--- src/rtl/mem_output_logic.sv ---
// rtl/mem_output_logic.sv - load-return stage: request tracking, lane unswap, extension
// Captures the access in cycle N and returns the aligned result in N+1, frozen while stalled.
module mem_output_logic (
  input  logic        clk,
  input  logic        reset,
  input  logic [31:0] addr,
  input  logic [1:0]  memOp,
  input  logic [1:0]  memSize,
  input  logic        enRam,
  input  logic        enDin,
  input  logic        stall,
  input  logic [31:0] ramDout,
  input  logic [31:0] dinReg,
  output logic [31:0] loadData,
  output logic        loadValid,
  output logic        misaligned
);

  localparam logic [1:0] MEM_DISABLE   = 2'b00;
  localparam logic [1:0] MEM_READ_SEXT = 2'b01;
  localparam logic [1:0] MEM_READ_ZEXT = 2'b10;
  localparam logic [1:0] BYTE          = 2'b00;
  localparam logic [1:0] HALFWORD      = 2'b01;
  localparam logic [1:0] WORD          = 2'b10;

  typedef enum logic [1:0] {
    SRC_NONE = 2'b00,
    SRC_RAM  = 2'b01,
    SRC_DIN  = 2'b10
  } src_e;

  typedef struct packed {
    logic        vld;
    logic        sext;
    logic [1:0]  size;
    logic [1:0]  off;
    src_e        src;
    logic [31:0] din_cap;
    logic        mis;
  } req_t;

  req_t        req_q, req_d;
  logic        hold_q, hold_d;
  logic [31:0] hold_reg_q, hold_reg_d;

  logic        is_read;
  logic        mis_now;
  logic [31:0] ram_native;
  logic [31:0] src_word;
  logic [7:0]  byte_sel;
  logic [15:0] half_sel;
  logic [31:0] aligned;
  logic        unused_addr;

  assign unused_addr = ^addr[31:2];

  always_comb begin
    is_read = (memOp == MEM_READ_SEXT) || (memOp == MEM_READ_ZEXT);
    mis_now = (memOp != MEM_DISABLE) &&
              (((memSize == HALFWORD) && addr[0]) ||
               ((memSize == WORD) && (addr[1:0] != 2'b00)) ||
               (memSize == 2'b11));
    req_d         = '0;
    req_d.mis     = mis_now;
    req_d.vld     = is_read && !mis_now;
    req_d.sext    = (memOp == MEM_READ_SEXT);
    req_d.size    = memSize;
    req_d.off     = addr[1:0];
    req_d.din_cap = dinReg;
    if (enRam) begin
      req_d.src = SRC_RAM;
    end else if (enDin) begin
      req_d.src = SRC_DIN;
    end else begin
      req_d.src = SRC_NONE;
    end
  end

  // BRAM stores byte k in lane 3-k; restore native order so both sources share one extractor.
  always_comb begin
    ram_native = {ramDout[7:0], ramDout[15:8], ramDout[23:16], ramDout[31:24]};
    case (req_q.src)
      SRC_RAM: src_word = ram_native;
      SRC_DIN: src_word = req_q.din_cap;
      default: src_word = 32'h0;
    endcase
    byte_sel = src_word[{req_q.off, 3'b000} +: 8];
    half_sel = src_word[{req_q.off[1], 4'b0000} +: 16];
    case (req_q.size)
      BYTE:     aligned = {{24{req_q.sext & byte_sel[7]}}, byte_sel};
      HALFWORD: aligned = {{16{req_q.sext & half_sel[15]}}, half_sel};
      default:  aligned = src_word;
    endcase
  end

  always_comb begin
    hold_d     = hold_q;
    hold_reg_d = hold_reg_q;
    if (!stall) begin
      hold_d = 1'b0;
    end else if (req_q.vld && !hold_q) begin
      hold_d     = 1'b1;
      hold_reg_d = aligned;
    end
  end

  always_ff @(posedge clk) begin
    if (!reset) begin
      req_q      <= '0;
      hold_q     <= 1'b0;
      hold_reg_q <= 32'h0;
    end else begin
      if (!stall) begin
        req_q <= req_d;
      end
      hold_q     <= hold_d;
      hold_reg_q <= hold_reg_d;
    end
  end

  always_comb begin
    loadValid  = hold_q | req_q.vld;
    misaligned = req_q.mis;
    if (hold_q) begin
      loadData = hold_reg_q;
    end else if (req_q.vld) begin
      loadData = aligned;
    end else begin
      loadData = 32'h0;
    end
  end

endmodule

--- config.mk ---
export PLATFORM = sky130hd
export DESIGN_NAME = mem_output_logic
export DESIGN_NICKNAME = d
export VERILOG_FILES = /design/src/rtl/mem_output_logic.sv
export SDC_FILE = /design/constraint.sdc
export NUM_CORES = 1
export LEC_CHECK = 0
export BUFFER_PORTS_ARGS = -buffer_cell sky130_fd_sc_hd__buf_4
export CORE_MARGIN = 2
export CORE_UTILIZATION = 25
export CTS_BUF_LIST = sky130_fd_sc_hd__clkbuf_4
export DETAILED_ROUTE_END_ITERATION = 16
export RECOVER_POWER = 50
export SYNTH_ARGS = -nofsm -noshare
export SYNTH_HDL_FRONTEND = slang
export SYNTH_SLANG_ARGS = --single-unit
--- constraint.sdc ---
create_clock -name clk -period 5.75 [get_ports clk]
set_clock_uncertainty 0.1 [all_clocks]
set_input_delay 0.575 -clock clk [delete_from_list [all_inputs] [get_ports clk]]
set_output_delay 0.575 -clock clk [all_outputs]
set_load 0.01 [all_outputs]
==> impl_metrics.yaml <==
status:
  status: "finished, violations left"
  violations: "max-capacitance violations, max-slew violations"
sta:
  rsz0062_at_grt: "no"
  period_share: 0.749
  tightest_slew_ps: 3060
  slew-limit-headroom: -1.04
  drv_slew: 47
  fin_crit_ps: 4310
  setup_viol: 0
  clock.fmax_mhz: 232
  tns_ps: 0
  hold_violations: 0
yosys:
  yosysMostFrequentCell: "dfxtp_1"
  yosysSeqAreaShare: 0.342
  ys.flop_type: "dfxtp_1"
  synth_area_mm2: 0.00433
  syn_avg_cell_area_um2: 8.80
  synth_area_leaders: "dfxtp_1, mux2i_1, nor2b_1"
  yosys_warnings: 0
  netlist.area_leader.share: 0.342
  yosysTopAreaCell: "dfxtp_1"
  synth.distinct_cells: 48
  ys_ff_latch: 74
  synth-edff-count: 0
  synth_commonest_cells: "dfxtp_1, mux2i_1, nor2b_1"
  synthArstFlopShare: 0
  synth_nets: 601
  postSynthCellCount: 492
placement:
  place_congestion: 0.826
  place_area_mm2: 0.00524
  dp_hpwl_mm: 9.54
  port_buffers: 108
  dpl.cell_count: 783
flow_run:
  drv_cap: 1
layout:
  fin_cells: 799
  syn2layout_area_growth_pct: 24.5
  nets: 678
  postLayoutCellArea_mm2: 0.00539
  diodes: 0
  drive_gt1_frac: 0.287
  final_core_util: 0.315
floorplan:
  dieHeight_um: 136
  dieArea_mm2: 0.0184
  die_w_um: 136
  core_area_mm2: 0.0171
  io_pins: 139
  start_util: 0.253
  rows: 48
global_routing:
  track_usage: 0.147
  overflow: 0
  grt_antenna_before_repair: 0
  grt_max_degree: 71
  grt_pass1_vias: 3840
  grt_pass1_wl_mm: 21.2
critical_path:
  critical-path-top-delay-family: "buffers and inverters"
  cp.required_ps: 6000
  slowest_stage: "clkbuf_1"
  critPathLaunchType: "input pin"
  max_stage_delay_ps: 2120
  worst-path-buf-inv: 2
  end_kind: "flop"
  critPathArrivalTime_ps: 4560
  crit_chain: "clkbuf_1 > and3b_1 > clkbuf_2 > nand4b_1 > o221ai_1"
  path_class: "in -> reg"
  cp_max_fo: 53
routing:
  first_iter_violations: 298
  vias: 4008
  drc: 0
  postRouteAntennaNets: 0
  first_pass_iters: 6
  routed_wl_mm: 13.5
  wl_per_cell_um: 16.8
  via_per_inst: 5.02
worst_hold_path:
  hold_class: "in -> reg"
pwr:
  power.leakage_nw: 1.98
  power_mw: 1.10
  p_per_area_mw_per_mm2: 204
  ir_drop_mv: 0.114
clock_network:
  numCtsBuffers: 9
  ctsHoldBuffers: 0
  root_buffer: "clkbuf_4"
  h-tree-depth: 3
  cts_sinks: 74
  path_clk_slew_ps: 130
  clock_path_buffers: 2
  clock_latency_ps: 440
  cts_setup_buffers: 0
  cts_resized: 0
  cts_tree: "yes"
-- worst paths after layout --
check,startpoint,end,slack (ps),cells past startpoint
max,stall,hold_reg_q[5]$_SDFFE_PN0P_,1440,5
min reg2reg,hold_reg_q[3]$_SDFFE_PN0P_,hold_reg_q[3]$_SDFFE_PN0P_,380,2
min,dinReg[30],req_q[31]$_SDFFE_PN0N_,270,3
max reg2reg,req_q[33]$_SDFFE_PN0N_,hold_reg_q[14]$_SDFFE_PN0P_,3150,6
-- kinds of logic (layout without fill, tap and decap cells) --
family / Yosys count / count (layout) / share of synthesized area
mux: 45 / 45 / 0.104
compound gates: 176 / 176 / 0.312
flops: 74 / 74 / 0.342
fa+ha+maj: 4 / 4 / 0.0116
simple gates: 138 / 138 / 0.173
buf+inv: 55 / 137 / 0.0567
-- layout by cell type, fill, tap and decap left out, types with 2 or more instances in the layout --
| cell | netlist | layout |
|---|---|---|
| buf_4 | 1 | 110 |
| dfxtp_1 | 74 | 74 |
| mux2i_1 | 45 | 45 |
| nor2b_1 | 42 | 42 |
| o21ai_0 | 36 | 36 |
| nand2_1 | 34 | 34 |
| a22oi_1 | 32 | 32 |
| a31oi_1 | 24 | 24 |
| nor2_1 | 23 | 23 |
| or2_2 | 19 | 19 |
| a21oi_1 | 18 | 18 |
| a41oi_2 | 10 | 10 |
| o221ai_1 | 10 | 10 |
| clkbuf_4 | 0 | 10 |
| inv_1 | 8 | 8 |
| o211ai_1 | 8 | 8 |
| a41oi_1 | 7 | 7 |
| a22o_1 | 7 | 7 |
| a21boi_0 | 7 | 7 |
| a222oi_1 | 7 | 7 |
| nand2b_1 | 5 | 5 |
| ha_1 | 4 | 4 |
| o221ai_2 | 2 | 2 |
| and3_1 | 2 | 2 |
| bufinv_16 | 0 | 2 |
| clkinv_2 | 0 | 2 |
| clkbuf_1 | 25 | 2 |
-- state kept, by name, summed over array words and instances, names as in the netlist --
name,flops
hold_q,1
hold_reg_q,32
misaligned,1
req_q,40
-- layout make-up --
class	instances	area, µm²
clock inverters	6	81.3
repair buffers	113	838
inverters	8	30.0
fillers	1831	11700
multi-input cells	363	2600
clock buffers	10	75.1
well taps	225	282
flip-flops and latches	74	1480
-- power by group --
| part | internal [mW] | total, mW | switching (mW) |
|---|---|---|---|
| clock network | 0.178 | 0.373 | 0.195 |
| registers | 0.537 | 0.555 | 0.0185 |
| logic | 0.0843 | 0.171 | 0.0864 |
-- metal layers --
| metal | part of all wire | track usage | vias to the layer above |
|---|---|---|---|
| met3 | 0.063 | 0.0337 | 13 |
| li1 | - | - | 1989 |
| met1 | 0.49 | 0.214 | 1882 |
| met5 | 0 | 0 | - |
| met2 | 0.44 | 0.214 | 124 |
| met4 | 0.013 | 0.0440 | 0 |
-- stage by stage --
stage	worst slack, ps	hold WS (ps)
finish	1440	275
global route	1010	272
CTS	1810	240
detailed placement	2330	346
global placement	2310	344
floorplan	3160	332
-- worst min-delay path: cells and delay by family --
| kind | cells | cell delay (ps) |
|---|---|---|
| buf+inv | 1 | 70 |
| simple gates | 1 | 90 |
| mux | 1 | 50 |
No activity file was read; power rests on OpenSTA's default activity.
